[src/rtl/neur_in_pkg.sv]
// ============================================================================
// neur_in_pkg : shared types, constants and helpers for neur_in_unpack_unit
// Rev 1.0
// ============================================================================
`default_nettype none

package neur_in_pkg;

   localparam int LANES  = 4;
   localparam int LANE_W = 16;

   typedef enum logic [1:0] {
      PREC_8 = 2'b00,
      PREC_4 = 2'b01,
      PREC_2 = 2'b10
   } prec_e;

   typedef enum logic [0:0] {
      ST_EMPTY = 1'b0,
      ST_BUSY  = 1'b1
   } state_e;

   function automatic logic [2:0] nbeats(input prec_e p);
      case (p)
         PREC_4:  nbeats = 3'd2;
         PREC_2:  nbeats = 3'd4;
         default: nbeats = 3'd1;
      endcase
   endfunction

   function automatic logic [4:0] elem_width(input prec_e p);
      case (p)
         PREC_4:  elem_width = 5'd4;
         PREC_2:  elem_width = 5'd2;
         default: elem_width = 5'd8;
      endcase
   endfunction

endpackage

`default_nettype wire

[src/rtl/neur_in_lane_ext.sv]
// ============================================================================
// neur_in_lane_ext : extracts one packed element and extends it to a lane.
// Optional zero-point subtraction under NEUR_IN_ZP_EN.  Rev 1.0
// ============================================================================
`default_nettype none

module neur_in_lane_ext
   import neur_in_pkg::*;
#(
   parameter int LANE_IDX = 0,
   parameter int LANE_W   = neur_in_pkg::LANE_W
) (
   input  logic [31:0]       word_i,
   input  prec_e             prec_i,
   input  logic [1:0]        beat_i,
   input  logic              signed_i,
`ifdef NEUR_IN_ZP_EN
   input  logic [7:0]        zp_i,
`endif
   output logic [LANE_W-1:0] lane_o
);

   logic [3:0]        elem_idx;
   logic [8:0]        shamt;
   logic [31:0]       shifted;
   logic [LANE_W-1:0] ext;

   assign elem_idx = {beat_i, 2'(LANE_IDX)};
   assign shamt    = 9'(elem_width(prec_i)) * 9'(elem_idx);
   // Element e lands in the MSBs after shifting left by W*e.
   assign shifted  = word_i << shamt;

   always_comb begin
      ext = '0;
      case (prec_i)
         PREC_4:  ext = {{(LANE_W-4){signed_i & shifted[31]}}, shifted[31:28]};
         PREC_2:  ext = {{(LANE_W-2){signed_i & shifted[31]}}, shifted[31:30]};
         default: ext = {{(LANE_W-8){signed_i & shifted[31]}}, shifted[31:24]};
      endcase
   end

`ifdef NEUR_IN_ZP_EN
   assign lane_o = ext - {{(LANE_W-8){1'b0}}, zp_i};
`else
   assign lane_o = ext;
`endif

endmodule

`default_nettype wire

[src/rtl/neur_in_unpack_unit.sv]
// ============================================================================
// neur_in_unpack_unit : unpacks 8b/4b/2b packed words into 4 extended lanes
// per beat. Optional zero-point input under NEUR_IN_ZP_EN.  Rev 1.0
// ============================================================================
`default_nettype none

module neur_in_unpack_unit
   import neur_in_pkg::*;
#(
   parameter int LANES  = neur_in_pkg::LANES,
   parameter int LANE_W = neur_in_pkg::LANE_W
) (
   input  logic                    clk_i,
   input  logic                    rst_i,
   input  logic                    flush_i,
   input  logic                    in_valid_i,
   output logic                    in_ready_o,
   input  logic [31:0]             in_word_i,
   input  logic [1:0]              prec_i,
   input  logic                    signed_i,
`ifdef NEUR_IN_ZP_EN
   input  logic [7:0]              zp_i,
`endif
   output logic                    out_valid_o,
   input  logic                    out_ready_i,
   output logic [LANES*LANE_W-1:0] out_vals_o,
   output logic                    out_last_o
);

   state_e      state_q, state_d;
   logic [1:0]  beat_q,  beat_d;
   logic [31:0] word_q,  word_d;
   prec_e       prec_q,  prec_d;
   logic        sgn_q,   sgn_d;
`ifdef NEUR_IN_ZP_EN
   logic [7:0]  zp_q,    zp_d;
`endif

   logic       busy;
   logic       last;
   logic       accept;
   logic       xfer;
   logic [2:0] nb;
   logic [LANES*LANE_W-1:0] lanes;

   assign busy   = (state_q == ST_BUSY);
   assign nb     = nbeats(prec_q);
   assign last   = ({1'b0, beat_q} == (nb - 3'd1));
   assign in_ready_o  = !flush_i & (!busy | (out_ready_i & last));
   assign accept      = in_valid_i & in_ready_o;
   assign xfer        = busy & out_ready_i;
   assign out_valid_o = busy;
   assign out_last_o  = busy & last;
   assign out_vals_o  = busy ? lanes : '0;

   always_ff @(posedge clk_i or posedge rst_i) begin
      if (rst_i) begin
         state_q <= ST_EMPTY;
         beat_q  <= 2'd0;
         word_q  <= 32'd0;
         prec_q  <= PREC_8;
         sgn_q   <= 1'b0;
`ifdef NEUR_IN_ZP_EN
         zp_q    <= 8'd0;
`endif
      end else begin
         state_q <= state_d;
         beat_q  <= beat_d;
         word_q  <= word_d;
         prec_q  <= prec_d;
         sgn_q   <= sgn_d;
`ifdef NEUR_IN_ZP_EN
         zp_q    <= zp_d;
`endif
      end
   end

   always_comb begin
      state_d = state_q;
      beat_d  = beat_q;
      word_d  = word_q;
      prec_d  = prec_q;
      sgn_d   = sgn_q;
`ifdef NEUR_IN_ZP_EN
      zp_d    = zp_q;
`endif
      if (flush_i) begin
         state_d = ST_EMPTY;
         beat_d  = 2'd0;
         word_d  = 32'd0;
      end else begin
         if (xfer) begin
            if (last) begin
               state_d = ST_EMPTY;
               beat_d  = 2'd0;
            end else begin
               beat_d  = beat_q + 2'd1;
            end
         end
         // An accept on the last beat overrides the drain so words run back-to-back.
         if (accept) begin
            state_d = ST_BUSY;
            beat_d  = 2'd0;
            word_d  = in_word_i;
            prec_d  = (prec_i == 2'b11) ? PREC_8 : prec_e'(prec_i);
            sgn_d   = signed_i;
`ifdef NEUR_IN_ZP_EN
            zp_d    = zp_i;
`endif
         end
      end
   end

   for (genvar k = 0; k < LANES; k++) begin : g_lane
      neur_in_lane_ext #(
         .LANE_IDX (k),
         .LANE_W   (LANE_W)
      ) u_lane (
         .word_i   (word_q),
         .prec_i   (prec_q),
         .beat_i   (beat_q),
         .signed_i (sgn_q),
`ifdef NEUR_IN_ZP_EN
         .zp_i     (zp_q),
`endif
         .lane_o   (lanes[(LANES-1-k)*LANE_W +: LANE_W])
      );
   end

endmodule

`default_nettype wire

[config.mk]
export PLATFORM = sky130hd
export DESIGN_NAME = neur_in_unpack_unit
export DESIGN_NICKNAME = d
export VERILOG_FILES = /design/src/rtl/neur_in_pkg.sv /design/src/rtl/neur_in_lane_ext.sv /design/src/rtl/neur_in_unpack_unit.sv
export SDC_FILE = /design/constraint.sdc
export NUM_CORES = 1
export LEC_CHECK = 0
export CORE_MARGIN = 10
export CORE_UTILIZATION = 33
export CTS_BUF_LIST = sky130_fd_sc_hd__clkbuf_8 sky130_fd_sc_hd__clkbuf_16
export CTS_CLUSTER_SIZE = 12
export DETAILED_ROUTE_END_ITERATION = 16
export SETUP_SLACK_MARGIN = 0.3
export SLEW_MARGIN = 20
export SYNTH_ARGS = -nofsm -noshare
export SYNTH_HDL_FRONTEND = slang
export SYNTH_SLANG_ARGS = --single-unit
[constraint.sdc]
create_clock -name clk_i -period 13.5 [get_ports clk_i]
set_input_delay 2.7 -clock clk_i [delete_from_list [all_inputs] [get_ports clk_i]]
set_output_delay 2.7 -clock clk_i [all_outputs]
set_load 0.1 [all_outputs]
Word level (Yosys, flattened, before mapping)
Index checks and enable logic that the tools add are counted.
{"block": "op_classes", "n_mux": 18, "bitwise": 11, "reduce_logical": 7, "eq_ne": 4, "add_sub_neg": 2, "mul": 4, "shifts": 4}
{"operator": "32-bit by 9-bit left shift with 32-bit output", "count": 4}
{"operator": "32-bit two-way mux", "count": 2}
{"operator": "64-bit two-way mux", "count": 1}
{"operator": "8-bit case mux with 2 select lines", "count": 4}
{"operator": "2-bit two-way mux", "count": 5}
{"operator": "1-bit bitwise AND", "count": 9}
{"operator": "5-bit by 4-bit multiplier with 9-bit output", "count": 1}
{"operator": "4-bit by 4-bit multiplier with 8-bit output", "count": 1}
{"operator": "4-bit case mux with 2 select lines", "count": 1}
{"operator": "4-bit by 3-bit multiplier with 7-bit output", "count": 1}
{"operator": "5-bit by 2-bit multiplier with 7-bit output", "count": 1}
{"operator": "3-bit case mux with 2 select lines", "count": 1}
{"operator": "3-bit nonzero test", "count": 2}
{"operator": "2-bit equality test, second input constant", "count": 2}
{"operator": "1-bit two-way mux", "count": 4}
{"operator": "2-bit AND reduction", "count": 2}
{"operator": "2-bit by 3-bit equality test with 1-bit output", "count": 1}
{"operator": "3-bit by 1-bit subtractor with 3-bit output, second input constant", "count": 1}
{"operator": "2-bit by 1-bit adder with 2-bit output, second input constant", "count": 1}
{"operator": "2-bit by 1-bit equality test with 1-bit output, second input constant", "count": 1}
{"operator": "1-bit logical NOT", "count": 2}
{"operator": "2-bit nonzero test", "count": 1}
{"operator": "1-bit inverter", "count": 1}
{"operator": "1-bit OR", "count": 1}
{"block": "word_totals", "in_bits": 40, "regBits": 38, "wordCells": 55, "out_inout_bits": 67}

Logic depth before layout (Yosys ltp)
Gate-level depths: netlist of run 1.
{"block": "depth", "ltp_word": 10, "depth_mapped": 20, "ltp_nobuf": 15}

Hierarchy
A second synthesis of run 1 with hierarchy kept.
{"block": "hier_totals", "cells_unflattened": 629, "hier_area_um2": 6112.1}
{"module": "neur_in_unpack_unit", "cells_per_inst": 213, "seq_area_each_um2": 950.9, "instances": 1, "area_each_um2": 2210.9}
{"module": "neur_in_lane_ext at g_lane[1].u_lane", "cells_per_inst": 155, "seq_area_each_um2": 0.0, "instances": 1, "area_each_um2": 1448.9}
{"module": "neur_in_lane_ext at g_lane[3].u_lane", "cells_per_inst": 101, "seq_area_each_um2": 0.0, "instances": 1, "area_each_um2": 996.0}
{"module": "neur_in_lane_ext at g_lane[2].u_lane", "cells_per_inst": 96, "seq_area_each_um2": 0.0, "instances": 1, "area_each_um2": 855.8}
{"module": "neur_in_lane_ext at g_lane[0].u_lane", "cells_per_inst": 64, "seq_area_each_um2": 0.0, "instances": 1, "area_each_um2": 600.6}

Worst setup path before layout of run 1
Ideal clock, no wire load.
{"block": "synth_path", "path_kind": "register -> output", "startpoint": "register prec_q[0]", "endpoint": "output out_vals_o[10]", "path_slack_ns": 5.014, "path_buffers": 5, "arrival_time_ns": 5.786, "stages_incl_launch_ff": 17, "t_required_ns": 10.800, "path_cell_list": "dfrtp_1 -> ha_1 -> buf_6 -> buf_4 -> buf_4 -> and2_1 -> ha_1 -> clkbuf_1 -> xor2_1 -> ha_1 -> fa_1 -> mux2i_1 -> o21ai_0 -> nor2_1 -> a211oi_1 -> nor2b_1 -> buf_4"}
{"block": "synth_between", "elab_chain_len": 6, "elab_cells_between_ends": 7, "cone_classes": "mul (1); eq/ne (2); shift (1); mux (2); bitwise (1)"}
{"item": "start, declared", "line_no": "neur_in_unpack_unit.sv:33", "rtl": "prec_e prec_q, prec_d;"}
{"item": "start signal, assigned", "line_no": "neur_in_unpack_unit.sv:70", "rtl": "prec_q <= prec_d;"}
{"item": "2-bit equality test or 2-bit by 1-bit equality test with 1-bit output (tied branches)", "line_no": "neur_in_pkg.sv:32, neur_in_lane_ext.sv:35"}
{"item": "4-bit case mux with 2 select lines (*)", "line_no": "neur_in_pkg.sv:32", "rtl": "case (p)"}
{"item": "4-bit by 4-bit multiplier with 8-bit output (*)", "line_no": "neur_in_lane_ext.sv:29", "rtl": "assign shamt = 9'(elem_width(prec_i)) * 9'(elem_idx);"}
{"item": "32-bit by 9-bit left shift with 32-bit output (*)", "line_no": "neur_in_lane_ext.sv:31", "rtl": "assign shifted = word_i << shamt;"}
{"item": "1-bit bitwise AND (*)", "line_no": "neur_in_lane_ext.sv:36, neur_in_lane_ext.sv:37, neur_in_lane_ext.sv:38"}
{"item": "64-bit two-way mux (*)", "line_no": "neur_in_unpack_unit.sv:54", "rtl": "assign out_vals_o = busy ? lanes : '0;"}
{"item": "end, declared", "line_no": "neur_in_unpack_unit.sv:26", "rtl": "output logic [LANES*LANE_W-1:0] out_vals_o,"}
Mark *: on every way between the ends. The rest lies on a longest branch, timed or not.

Worst setup path after layout of run 1
{"block": "layout_path", "startpoint": "register prec_q[0]", "endpoint": "output out_vals_o[14]"}
The elaborated chain is that of the path after synthesis.

==> out/results.ini, run 1 <==
[route]
routed_wirelength_mm=17.25
vias_per_cell=5.732
final_antenna_net_count=0
dr.pass1.iters=5
post_drt_wl_per_cell_microns=20.64
drc=0
drtIter0Drc=366
num_vias=4792

[clock_network]
ctsResizeCount=0
clock_latency_ps=280
cts_buffers=5
cts.sinks=38
post_cts_buffers=0
cts_root_buffer=clkbuf_16
hold_buffers=0
htreeDepth=2
clk_pin_slew_ps=50
clockBufferDepth=2
cts_tree=yes

[place]
port_buffers=106
dpl.hpwl_mm=12.90
routabilityCongestion=0.9083

[global_route]
track_usage_pct=16.17
grt_pass1_vias=4655
overflow=0
grt_max_degree=74
antenna_found_initial=0
grt_pass1_wl_mm=26.83

[timing]
relSlewSlack_pct=32.09
fin_hold_ws_ps=611.7
fin_crit_sh_pct=73.72
min_period_ps=9953
setup_viol=0
final_hold_viol_count=0
slew_violations=0
tns_ps=0
skew_ps=2.013
fmax_ghz=0.1005
worstMarginPinSlew_ps=1019
rsz0062_at_grt=false

[synthesis]
ys_top_cells_by_area=dfrtp_1 (19%), mux4_2 (14%), mux2i_1 (9.2%)
synthesis.nets=660
synth_commonest_cells=nand2_1 (73), nor2_1 (49), mux2i_1 (47)
synth.largest_area_cell=dfrtp_1
synthArstFlopShare_pct=100.0
synth.distinct_cells=66
yosysWarnings=0
synth_ff_type=dfrtp_1
syn_avg_cell_area_sq_um=8.455
yosysMostFrequentCell=nand2_1
ys_ff_latch=38
synth_area_sq_um=5090
synth.yosys.seq_area_share_pct=18.68
synth_top_area_share_pct=18.68
synth-edff-count=0
synthCells=602

[worst_setup_path]
cp.arrival_ps=7250
crit_chain=inv_1 -> ha_2 -> buf_4 -> nand2_2 -> inv_1 -> ha_1 -> ha_1 -> and3_4 -> fa_1 -> mux4_2 -> nand2_1 -> o21ai_0 -> nor2_1 -> a211oi_1 -> nor2b_1 -> clkdlybuf4s50_1
cpMaxStageDelayCell=clkdlybuf4s50_1
start_kind=flop
cp_slowest_stage_delay_ps=1240
path_class=reg -> out
crit_fanout=73
required_ps=10800
reg2reg_setup_slack_ps=10050
crit_path_end_kind=output pin

[power_and_ir_drop]
leakagePower_nw=2.246
max-vdd-ir-drop_uv=62.19
power.internal_mw=0.3686
p_switching_mw=0.4404
combPwrFrac_pct=66.9
swShare_pct=54.43
pwr-share-seq_pct=18.7
clkPwrFrac_pct=14.3
power_density_nw_per_um2=132.1

[final_layout]
nFillCells=1530
fin_nets=705
drive_gt1_share_pct=12.50
n_antenna_cell=0
syn_to_final_growth_pct=20.35

[die]
rows=45
core_sq_um=15150
die-area_sq_um=20790
die_h_microns=144.2
fp.dieW_microns=144.2
initial_core_util_pct=33.61
ios=107

[run_status]
status=complete, no violations

[flow_run]
max-cap-violations=0

[min_path]
hp-class=reg -> reg

per-stage QoR:
stage	std cells	utilization (%)	instance area, sq um	setup WS (ps)	power [mW]
3_5_place_dp	828	39.47	5978	3779	0.6893
4_1_cts	836	40.45	6126	3472	0.8082
5_1_grt	836	40.45	6126	2918	0.8509
3_3_place_gp	828	39.47	5978	4013	0.6851
2_1_floorplan	602	-	5090	5014	0.5737
6_report	836	40.45	6126	3547	0.8090
state kept, by name (all words and copies together), names as in the netlist:
register / count
beat_q: 2
prec_q: 2
word_q: 32
sgn_q: 1
out_valid_o: 1
path summary, 6_finish.rpt:
check / startpoint / end / cells past startpoint
min reg2reg: prec_q[0] / prec_q[0] / 2
max: prec_q[0] / out_vals_o[14] / 16
max reg2reg: prec_q[0] / sgn_q / 10
min: prec_q[0] / prec_q[0] / 2
max in group asynchronous: rst_i / word_q[0] / 3
min in group asynchronous: rst_i / word_q[31] / 3
worst max-delay path: cells and delay by family (launching register included):
family                   cells  cell delay (ps)
AND/OR/NAND/NOR              5              910
adder cells (fa/ha/maj)      4             2310
multiplexers                 1              310
AO/OA/AOI/OAI                2              540
buffers and inverters        4             2470
flip-flops                   1              390
area by class of cell:
cell class / instances / area, sq um / area share [%]
Tap cell: 188 / 235.2 / 3.840
Clock inverter: 2 / 8.758 / 0.1430
Timing Repair Buffer: 114 / 1121 / 18.30
Clock buffer: 6 / 138.9 / 2.267
Inverter: 26 / 97.59 / 1.593
Sequential cell: 38 / 950.9 / 15.52
Multi-Input combinational cell: 462 / 3573 / 58.33
logic make-up (layout without fill, tap and decap cells):
kind of cell / after synthesis / in the layout / synth area share [%]
mux: 93 / 93 / 26.50
xor+xnor: 3 / 3 / 0.5163
compound gates: 141 / 141 / 18.54
fa+ha+maj: 18 / 18 / 4.867
flops: 38 / 38 / 18.68
buf+inv: 102 / 148 / 11.28
simple gates: 207 / 207 / 19.62
power groups by stage:
stage	Clock [mW]	Sequential, mW	Combinational [mW]
2_1_floorplan	0	0.139	0.435
3_5_place_dp	0	0.153	0.537
6_report	0.116	0.152	0.542
4_1_cts	0.119	0.151	0.538
3_3_place_gp	0	0.152	0.533
5_1_grt	0.124	0.153	0.573
routing by layer:
metal  up-vias  GRT usage [%]  share of wire [%]  routed length [microns]
met5         -              0                  0                        0
met4         0          3.777                1.1                      189
met3        17          3.542                 12                     2041
met2       268          23.67                 42                     7181
met1      2262          23.54                 45                     7843
li1       2245              -                  -                        -
cell usage in the layout (no fill, tap or decap), drive strengths merged, types with 3 or more instances in the layout:
master,Yosys,final
a211oi,11,11
a21oi,32,32
a221oi,8,8
a22oi,4,4
a31oi,4,4
and2,5,5
buf,62,8
clkbuf,14,6
clkdlybuf4s50,0,106
dfrtp,38,38
fa,3,3
ha,15,15
inv,26,27
mux2,14,14
mux2i,47,47
mux4,32,32
nand2,76,76
nand2b,35,35
nand3,8,8
nor2,50,50
nor2b,9,9
nor3,11,11
o211ai,5,5
o21ai,50,50
o32ai,6,6
xor2,3,3
(Power assumes the default switching activity.)
==> run 2, diff against run 1 <==
==> constraint.sdc (replaced) <==
create_clock -name clk_i -period 9.5 [get_ports clk_i]
set_input_delay 1.9 -clock clk_i [delete_from_list [all_inputs] [get_ports clk_i]]
set_output_delay 1.9 -clock clk_i [all_outputs]
set_load 0.1 [all_outputs]
==> run 2 against run 1 <==
Sequential cell count unchanged. Sequential power is 41% higher. Clock-buffer cell count fell by 1. Hold slack got worse by 2.8 ps. Utilization down 0.21 points.
==> out/results.ini, run 2 (synthesis results as in run 1) <==
[final_layout]
nFillCells=1541
layout_commonest_cell=clkdlybuf4s50_1
fin_area_sq_um=6095
largest_reg_flops=32
n_antenna_cell=0
stdcell_count=835
regMostFlops=word_q
syn_to_final_growth_pct=19.74
top_regs=word_q: 32 flops, beat_q: 2 flops, prec_q: 2 flops
fin_nets=705
most-common-layout-cells=clkdlybuf4s50_1 (98), nand2_1 (73), nor2_1 (49), mux2i_1 (47), o21ai_0 (43)
drive_gt1_share_pct=13.60

[min_path]
hold_end=word_q[30]
hold_depth=2
hp-class=reg -> reg
min_from=word_q[30]

[power_and_ir_drop]
max-vdd-ir-drop_uv=105.6
power_density_nw_per_um2=186.7
leakagePower_nw=2.251

[clock_network]
ctsResizeCount=0
clockBufferDepth=2
htreeDepth=2
cts.sinks=38
cts_root_buffer=clkbuf_16
cts_buffers=5
hold_buffers=0
clk_pin_slew_ps=50
post_cts_buffers=0
clock_latency_ps=280
cts_tree=yes

[die]
ios=107
die-area_sq_um=20790
fp.dieW_microns=144.2
initial_core_util_pct=33.61
die_h_microns=144.2
rows=45
core_sq_um=15150

[place]
dp.cells=828
pre_cts_slack_ps=1425
dpl.hpwl_mm=13.08
placed_cell_area_sq_um=5958
routabilityCongestion=0.9680
port_buffers=106

[global_route]
grt_pass1_wl_mm=26.90
grt_max_degree=73
grt_pass1_vias=4727
overflow=0
antenna_found_initial=0
track_usage_pct=16.20

[route]
final_antenna_net_count=0
routed_wirelength_mm=17.37
vias_per_cell=5.786
post_drt_wl_per_cell_microns=20.80
drtIter0Drc=391
route.top_layer_used=met4
wl_met2_mm=7.351
wl_met3_mm=1.933
num_vias=4831
met1_length_mm=7.807
dr.pass1.iters=6
drc=0

[worst_setup_path]
rr_worst_depth=10
cp.arrival_ps=6510
reg2reg_setup_slack_ps=6030
start_kind=flop
crit_fanout=72
crit_path_end_kind=output pin
r2r_end=sgn_q
path_class=reg -> out
r2r-start=prec_q[0]
required_ps=7600

[timing]
fmax_ghz=0.1189
fin_crit_sh_pct=88.56
tns_ps=0
relSlewSlack_pct=29.46
slew_violations=0
setup_viol=0
rsz0062_at_grt=false
worstMarginPinSlew_ps=1058
final_hold_viol_count=0
skew_ps=1.299
min_period_ps=8413
layout_setup_ws_ps=1087

[flow_run]
max-cap-violations=0

[run_status]
status=complete, no violations

==> run 2: how the worst max path moves through the flow <==
stage	depth (start not counted)	start	slack [ps]	end
floorplan	16	prec_q[0]	1810	out_vals_o[10]
global placement	14	prec_q[0]	1580	out_vals_o[7]
detailed placement	14	prec_q[0]	1430	out_vals_o[7]
CTS	14	prec_q[0]	1110	out_vals_o[7]
global route	14	prec_q[0]	760	out_vals_o[7]
finish	14	prec_q[0]	1090	out_vals_o[7]
==> run 2: worst max-delay path: stages, from the launching register on <==
cell and delay [ps]:
dfrtp_1 400, inv_1 90, ha_2 190, buf_4 670, ha_1 290, ha_1 430, xor2_1 230, ha_1 540
fa_1 970, mux2i_1 150, o21ai_0 570, nor2_1 90, a211oi_1 280, nor2b_1 160, clkdlybuf4s50_1 1150
==> run 2: final cells by class <==
cell class	instances	area, sq um	share of cell area, %
multi-input cells	462	3573	58.63
flip-flops and latches	38	950.9	15.60
clock buffers	5	125.1	2.053
repair buffers	114	1101	18.07
well taps	188	235.2	3.860
inverters	26	97.59	1.601
clock inverters	2	11.26	0.1848
==> run 2: layer usage <==
layer  vias to the layer above  global-route usage (%)
met5                         -                       0
met4                         0                   4.574
met3                        20                   3.739
met2                       281                   24.08
met1                      2289                   22.86
li1                       2241                       -
==> run 2: metrics by stage <==
stage / utilization [%] / power [mW] / hold slack, ps
finish: 40.24 / 1.138 / 608.8
detailed placement: 39.34 / 0.9798 / 593.7
CTS: 40.24 / 1.139 / 610.2
floorplan: - / 0.8152 / 532.1
global route: 40.24 / 1.200 / 634.8
global placement: 39.34 / 0.9721 / 587.5
==> run 2: where the power goes <==
group	internal, mW	total [mW]	switching [mW]
clock	0.0946	0.156	0.0611
combinational	0.243	0.767	0.523
sequential	0.177	0.215	0.0386
total	0.515	1.14	0.623
==> run 3, diff against run 2 <==
--- a/config.mk
+++ b/config.mk
@@ -10,8 +10,10 @@
 export CTS_BUF_LIST = sky130_fd_sc_hd__clkbuf_8 sky130_fd_sc_hd__clkbuf_16
 export CTS_CLUSTER_SIZE = 12
 export DETAILED_ROUTE_END_ITERATION = 16
+export HOLD_SLACK_MARGIN = 0.1
 export SETUP_SLACK_MARGIN = 0.3
 export SLEW_MARGIN = 20
 export SYNTH_ARGS = -nofsm -noshare
 export SYNTH_HDL_FRONTEND = slang
 export SYNTH_SLANG_ARGS = --single-unit
+export TNS_END_PERCENT = 50
==> results of run 3 <==
No change in the layout: final DEF, timing and power equal those of run 2.
